### src/rtl/calc_pkg.sv
// Shared encodings for the 4-register calculator: ALU ops, write-data select and register roles.
package calc_pkg;

  typedef enum logic [1:0] {
    ALU_ADD = 2'b00,
    ALU_SUB = 2'b01,
    ALU_AND = 2'b10,
    ALU_XOR = 2'b11
  } alu_op_e;

  typedef enum logic [1:0] {
    SEL_ZERO = 2'b00,
    SEL_IN1  = 2'b01,
    SEL_IN2  = 2'b10,
    SEL_ALU  = 2'b11
  } sel_e;

  localparam logic [1:0] R_A   = 2'd1;
  localparam logic [1:0] R_B   = 2'd2;
  localparam logic [1:0] R_RES = 2'd3;

endpackage

### src/rtl/calc_rf.sv
// 4-entry register file: one synchronous write port, two combinational read ports with enables.
module calc_rf
  import calc_pkg::*;
#(
  parameter int WIDTH = 4
) (
  input  logic             clk,
  input  logic             rst,
  input  logic             we,
  input  logic [1:0]       wa,
  input  logic [WIDTH-1:0] wd,
  input  logic [1:0]       raa,
  input  logic             rea,
  input  logic [1:0]       rab,
  input  logic             reb,
  output logic [WIDTH-1:0] rda,
  output logic [WIDTH-1:0] rdb
);

  logic [WIDTH-1:0] mem [4];

  always_ff @(posedge clk) begin
    if (rst) begin
      for (int i = 0; i < 4; i++) mem[i] <= '0;
    end else if (we) begin
      mem[wa] <= wd;
    end
  end

  // Reads see the pre-edge contents, so a same-address write shows up next cycle.
  assign rda = rea ? mem[raa] : '0;
  assign rdb = reb ? mem[rab] : '0;

endmodule

### src/rtl/calc_dp.sv
// Calculator datapath: register file, write-data mux, 4-op ALU, registered result and flags.
module calc_dp
  import calc_pkg::*;
#(
  parameter int WIDTH = 4
) (
  input  logic             clk,
  input  logic             rst,
  input  logic [WIDTH-1:0] in1,
  input  logic [WIDTH-1:0] in2,
  input  logic [1:0]       s1,
  input  logic [1:0]       wa,
  input  logic             we,
  input  logic [1:0]       raa,
  input  logic             rea,
  input  logic [1:0]       rab,
  input  logic             reb,
  input  logic [1:0]       c,
  input  logic             s2,
  output logic [WIDTH-1:0] out,
  output logic             zf,
  output logic             cf,
  output logic             nf
);

  logic [WIDTH-1:0] opa, opb, wdata, alu_res;
  logic             alu_cf;
  logic             alu_wb;

  // Returns {carry/borrow, result}; bit WIDTH of the zero-extended difference is the borrow.
  function automatic logic [WIDTH:0] alu_f(input logic [WIDTH-1:0] a,
                                           input logic [WIDTH-1:0] b,
                                           input logic [1:0]       op);
    logic [WIDTH:0] r;
    case (alu_op_e'(op))
      ALU_ADD: r = {1'b0, a} + {1'b0, b};
      ALU_SUB: r = {1'b0, a} - {1'b0, b};
      ALU_AND: r = {1'b0, a & b};
      default: r = {1'b0, a ^ b};
    endcase
    return r;
  endfunction

  calc_rf #(.WIDTH(WIDTH)) u_rf (
    .clk (clk),
    .rst (rst),
    .we  (we),
    .wa  (wa),
    .wd  (wdata),
    .raa (raa),
    .rea (rea),
    .rab (rab),
    .reb (reb),
    .rda (opa),
    .rdb (opb)
  );

  assign {alu_cf, alu_res} = alu_f(opa, opb, c);

  always_comb begin
    wdata = '0;
    case (sel_e'(s1))
      SEL_ZERO: wdata = '0;
      SEL_IN1:  wdata = in1;
      SEL_IN2:  wdata = in2;
      default:  wdata = alu_res;
    endcase
  end

  assign alu_wb = we && (sel_e'(s1) == SEL_ALU);

  // Result and flag registers
  always_ff @(posedge clk) begin
    if (rst) begin
      out <= '0;
      zf  <= 1'b0;
      cf  <= 1'b0;
      nf  <= 1'b0;
    end else begin
      if (s2) out <= alu_res;
      if (alu_wb) begin
        zf <= (alu_res == '0);
        cf <= alu_cf;
        nf <= alu_res[WIDTH-1];
      end
    end
  end

endmodule
### config.mk
export PLATFORM = sky130hd
export DESIGN_NAME = calc_dp
export DESIGN_NICKNAME = d
export VERILOG_FILES = /design/src/rtl/calc_pkg.sv /design/src/rtl/calc_rf.sv /design/src/rtl/calc_dp.sv
export SDC_FILE = /design/constraint.sdc
export NUM_CORES = 1
export LEC_CHECK = 0
export CORE_MARGIN = 2
export CORE_UTILIZATION = 45
export DETAILED_ROUTE_END_ITERATION = 16
export PLACE_DENSITY = 0.82
export SLEW_MARGIN = 20
export SYNTH_ARGS = -nofsm -noshare
export SYNTH_HDL_FRONTEND = slang
export SYNTH_SLANG_ARGS = --single-unit
### constraint.sdc
create_clock -name clk -period 2.62 [get_ports clk]
set_input_delay 0.262 -clock clk [delete_from_list [all_inputs] [get_ports clk]]
set_output_delay 0.262 -clock clk [all_outputs]
set_load 0.01 [all_outputs]
==> qor.yml, run 1 <==
synthFlopType: "edfxtp_1"
post-synth-top-area-fraction_pct: 30.5
grt_antenna_before_repair: 0
grt_pass1_vias: 1522
finalInstanceArea_mm2: 0.00239
peakVddDrop_mv: 0.365
maxSlewViolCount: 0
netlist_top_cells_area: "edfxtp_1, dfxtp_1, ha_1, mux4_2, mux2i_1"
holdBufCountCts: 0
clkLatencyLatePin_ns: 0.32
r2r_end: "u_rf.mem[2][3]"
grt_max_degree: 14
yosysSeqAreaShare_pct: 39.4
ant_nets: 0
die_x_um: 63.2
synth.top_cells.by_count: "nor2_1, edfxtp_1, nand2_1"
drt_wl_total_um: 4400
hold_depth: 2
crit_fanout: 4
worst_r2r_path_depth: 11
powerDensity_mw_per_mm2: 438
tightest_slew_ns: 0.385
antenna_cells: 0
die-area_mm2: 0.00399
synth_area_per_cell_um2: 10.5
htree_levels: 1
cts_tree: "yes"
cp-end-kind: "flip-flop"
port_buffers: 30
synth.most_common_cell: "nor2_1"
crit_arrival_ns: 3.28
dp_hpwl_um: 3250
finalSetupTns_ns: -5.11
clockBufferDepth: 2
syn_to_final_growth_pct: 51.6
placed_area_mm2: 0.00216
place.gp.congestion: 0.823
hold_end: "zf"
syn_inst: 150
grt_usage_pct: 22.9
grt_setup_unrepaired: "yes"
finalWorstSetupSlack_ns: -0.490
p_total_mw: 1.05
synth_edf_count: 16
finClkSkew_ns: 0.0119
dp_cells: 250
startpoint_type: "flip-flop"
clk_pin_slew_ns: 0.13
grt_pass1_wl_um: 7220
synth_async_sr_flop_share_pct: 0
p_leak_nw: 1.01
wl_per_cell_um: 16.7
fp-row-count: 21
final_cells: 264
hold_viol: 0
numCtsBuffers: 3
fin_nets: 253
yosys_warnings: 0
period_share_pct: 119
cp.required_ns: 2.79
drt_iter0_drc: 59
vias: 1415
syn_area_mm2: 0.00158
period_needed_ns: 3.11
die_h_um: 63.2
worstSetupPathType: "reg -> reg"
ys_ff_latch: 23
first_pass_iters: 4
slew_headroom_pct: 74.3
root_buffer: "clkbuf_4"
violations: "negative setup slack"
worstHoldStart: "zf"
regToRegSetupSlack_ns: -0.49
fillers: 239
ys_types: 39
drive_gt1_share_pct: 38.1
viasPerCell: 5.36
core_area_mm2: 0.00334
setup_viol: 15
overflow: 0
syn-num-nets: 184
cap_violations: 0
drcViolationCount: 0
rr_startpoint: "u_rf.mem[3][2]"
cts.sinks: 23
status: "finished, violations left"
holdWs_ns: 0.469
min_path_type: "reg -> reg"
start_util_pct: 47.2
synth_top_area_cell: "edfxtp_1"
fmax_ghz: 0.322
ios: 31
[per-stage QoR]
| step | setup WS (ns) | util, % |
|---|---|---|
| global placement | -0.777 | 64.7 |
| finish | -0.490 | 71.6 |
| CTS | -0.321 | 70.3 |
| floorplan | -0.110 | - |
| detailed placement | -0.942 | 64.7 |
| global route | -0.534 | 71.6 |
[critical path: stages (launching register included)]
cell	delay (ns)
edfxtp_1	0.43
mux4_2	0.52
nand2_2	0.11
inv_2	0.05
o31ai_4	0.23
xor2_1	0.19
ha_1	0.30
nor3b_1	0.25
a31oi_1	0.08
and4b_1	0.25
a211o_1	0.36
a21oi_2	0.18
[placed cells by master, fill, tap and decap left out, types with 2 or more instances in the layout]
master	n
a211o_1	2
a211oi_2	2
a21o_1	2
a21oi_1	3
a21oi_2	4
a22oi_2	2
and2_1	4
buf_4	35
buf_6	3
clkbuf_4	3
clkdlybuf4s50_1	27
dfxtp_1	7
dlygate4sd2_1	3
edfxtp_1	16
ha_1	6
ha_4	2
inv_1	5
inv_2	3
inv_4	2
mux2_2	3
mux2_4	2
mux2i_1	7
mux4_2	6
nand2_1	7
nand2_4	2
nand2b_1	8
nand4_1	2
nor2_1	23
[timing repair]
action / CTS / global route
setup endpoints to repair: 18 / 18
cloned: 0 / 0
gates resized for setup: 24 / 8
buffers inserted: 9 / 2
pin swaps: 14 / 15
endpoints found under the hold margin: 0 / 0
[cells by family after synthesis]
| logic type | after synthesis | synth area share, % |
|---|---|---|
| simple gates | 55 | 16.8 |
| xor+xnor | 4 | 2.22 |
| fa+ha+maj | 10 | 8.42 |
| buf+inv | 14 | 3.42 |
| flops | 23 | 39.4 |
| mux | 20 | 18.1 |
| compound gates | 24 | 11.6 |
[sequential cells by signal, summed over array words and instances, names as in the netlist]
signal    flops
cf            1
u_rf.mem     16
nf            1
out           4
zf            1
[where the power goes]
| group | internal [mW] | switching (mW) |
|---|---|---|
| logic | 0.256 | 0.203 |
| clock network | 0.0572 | 0.106 |
| registers | 0.412 | 0.0126 |
| total | 0.725 | 0.322 |
[per-layer routing]
| metal | vias to the layer above | GRT usage (%) | wire length (um) |
|---|---|---|---|
| li1 | 685 | - | - |
| met1 | 681 | 28.3 | 1740 |
| met2 | 47 | 43.0 | 2450 |
| met3 | 2 | 1.79 | 185 |
| met4 | 0 | 5.56 | 29 |
| met5 | - | 0 | 0 |
[layout make-up]
cell class	count	area, um^2	share of cell area, %
clock buffer	3	22.5	0.943
sequential	23	621	26.0
clock inverter	1	5.00	0.210
multi-input combinational	113	1050	43.8
inverter	10	42.5	1.78
tap	46	57.6	2.41
timing repair buffer	68	593	24.8
[worst max path at each step]
stage	start	endpoint	slack, ns	depth (start not counted)
global route	u_rf.mem[2][2]	u_rf.mem[2][3]	-0.53	11
CTS	u_rf.mem[0][0]	u_rf.mem[2][3]	-0.32	10
global placement	rab[0]	u_rf.mem[1][3]	-0.78	11
detailed placement	rab[0]	u_rf.mem[1][3]	-0.94	11
finish	u_rf.mem[3][2]	u_rf.mem[2][3]	-0.49	11
floorplan	u_rf.mem[3][0]	u_rf.mem[3][3]	-0.11	12
No activity file was read; power rests on OpenSTA's default activity.
==> run 2: changes to the inputs <==
Settings changed: CORE_MARGIN 2 to 5, CORE_UTILIZATION 45 to 46, PLACE_DENSITY 0.82 to 0.83.
==> qor.yml, run 2 (synthesis gave the netlist of run 1 again) <==
wl_per_cell_um: 15.9  # -4.7%
utilization_pct: 69.3  # -2.3 points
hold_depth: 2  # unchanged
finalWorstSetupSlack_ns: -0.428  # +0.0622 ns
final_common_cell: "buf_4"
grt_pass1_vias: 1401  # -8.0%
startpoint_type: "flip-flop"
overflow: 0  # unchanged
grt_setup_unrepaired: "yes"
largest_register: "u_rf.mem"
htree_levels: 1  # unchanged
hold_viol: 0  # unchanged
final_cell_mix: "buf_4, clkdlybuf4s50_1, nor2_1"
rr_startpoint: "u_rf.mem[3][0]"
vias: 1355  # -4.2%
crit_fanout: 4  # unchanged
clk_pin_slew_ns: 0.12  # about the same
min_path_type: "reg -> reg"
max_stage_delay_ns: 0.52  # about the same
period_needed_ns: 3.05  # -0.0622 ns
dp_cells: 249  # -0.40%
regToRegSetupSlack_ns: -0.43  # +0.06 ns
ant_nets: 0  # unchanged
die-area_mm2: 0.00469  # +18%
status: "finished, violations left"
first_pass_iters: 4  # unchanged
cp.required_ns: 2.79  # about the same
slowest_stage: "mux4_2"
fin_nets: 243  # -4.0%
port_buffers: 30  # unchanged
grt_pass1_wl_um: 6440  # -11%
clkLatencyLatePin_ns: 0.31  # about the same
cts.sinks: 23  # unchanged
drt_iter0_drc: 78  # +32%
drt_wl_total_um: 4030  # -8.3%
ios: 31  # unchanged
worstSetupPathType: "reg -> reg"
finalInstanceArea_mm2: 0.00231  # -3.2%
setup_viol: 15  # unchanged
drcViolationCount: 0  # unchanged
finalSetupTns_ns: -4.42  # +0.686 ns
period_share_pct: 116  # -2.4 points
dpl_worst_slack_ns: -0.904  # +0.0379 ns
largest_reg_flops: 16  # unchanged
path_cells: "mux4_2 -> nand2_4 -> ha_4 -> mux2i_4 -> ha_1 -> nand2b_4 -> a2111oi_4 -> and4b_1 -> a211o_1 -> a21oi_1"
finClkSkew_ns: 0.00734  # -0.00457 ns
cts_tree: "yes"
p_leak_nw: 0.955  # -5.3%
r2r_end: "u_rf.mem[2][3]"
place.gp.congestion: 0.796  # -3.4%
die_x_um: 68.5  # +8.5%
crit_arrival_ns: 3.22  # -0.06 ns
numCtsBuffers: 3  # unchanged
fmax_ghz: 0.328  # +2.0%
largest_registers: "u_rf.mem x16, out x4"
holdWs_ns: 0.477  # +0.00804 ns
maxSlewViolCount: 0  # unchanged
viasPerCell: 5.33  # -0.47%
antenna_cells: 0  # unchanged
syn_to_final_growth_pct: 46.7
cap_violations: 0  # unchanged
peakVddDrop_mv: 0.294  # -19%
p_total_mw: 0.990  # -5.4%
holdBufCountCts: 0  # unchanged
drive_gt1_share_pct: 34.1  # -3.9 points
worst_r2r_path_depth: 10  # -1
die_h_um: 68.5  # +8.5%
core_area_mm2: 0.00334  # unchanged
placed_area_mm2: 0.00215  # -0.35%
crit_path_start: "u_rf.mem[3][0]"
slew_headroom_pct: 79.0  # +4.7 points
root_buffer: "clkbuf_4"
worstHoldStart: "zf"
hold_end: "zf"
grt_usage_pct: 18.7  # -4.2 points
clockBufferDepth: 2  # unchanged
final_cells: 254  # -3.8%
tightest_slew_ns: 0.307  # -0.0784 ns
cp-end-kind: "flip-flop"
start_util_pct: 47.2  # unchanged
grt_max_degree: 14  # unchanged
dp_hpwl_um: 3350  # +3.3%
grt_antenna_before_repair: 0  # unchanged
violations: "negative setup slack"
powerDensity_mw_per_mm2: 428  # -2.3%
fp-row-count: 21  # unchanged
[run 2: cell count changes in the layout (fill, tap and decap cells not counted), sizes merged]
cell / delta
buf: -10
[run 2: critical path: cells and delay by family, from the launching register on]
kind	cells	cell delay, ns
compound gates	3	0.90
fa+ha+maj	2	0.40
flops	1	0.44
mux	2	0.72
simple gates	3	0.45
[run 2: worst max path at each step]
| stage | to | slack (ns) |
|---|---|---|
| 3_3_place_gp | u_rf.mem[1][3] | -0.76 |
| 5_1_grt | u_rf.mem[2][3] | -0.49 |
| 3_5_place_dp | u_rf.mem[0][3] | -0.90 |
| 4_1_cts | u_rf.mem[3][3] | -0.33 |
| 6_report | u_rf.mem[2][3] | -0.43 |
| 2_1_floorplan | u_rf.mem[3][3] | -0.11 |
[run 2: layout make-up]
type                            count  area [um^2]
Clock inverter                      1         5.00
Inverter                           10         40.0
Fill cell                         268         1030
Timing Repair Buffer               58          507
Multi-Input combinational cell    113         1060
Sequential cell                    23          621
Tap cell                           46         57.6
Clock buffer                        3         22.5
[run 2: routing by layer]
metal	part of all wire [%]	track usage (%)	up-vias	wire length (um)
li1	-	-	663	-
met1	42	22.4	647	1710
met2	52	33.1	34	2090
met5	0	0	-	0
met3	2.8	1.62	11	111
met4	3.1	9.43	0	127
[run 2: timing repair]
item	4_1_cts	5_1_grt
setup endpoints to repair	18	17
pin swaps	17	9
buffers inserted	2	0
gates resized for setup	17	9
[run 2: power by group]
group / switching (mW) / leakage (nW) / internal, mW
combinational: 0.187 / 0.713 / 0.220
clock: 0.102 / 0.0177 / 0.0571
sequential: 0.0126 / 0.224 / 0.412
total: 0.301 / 0.955 / 0.689
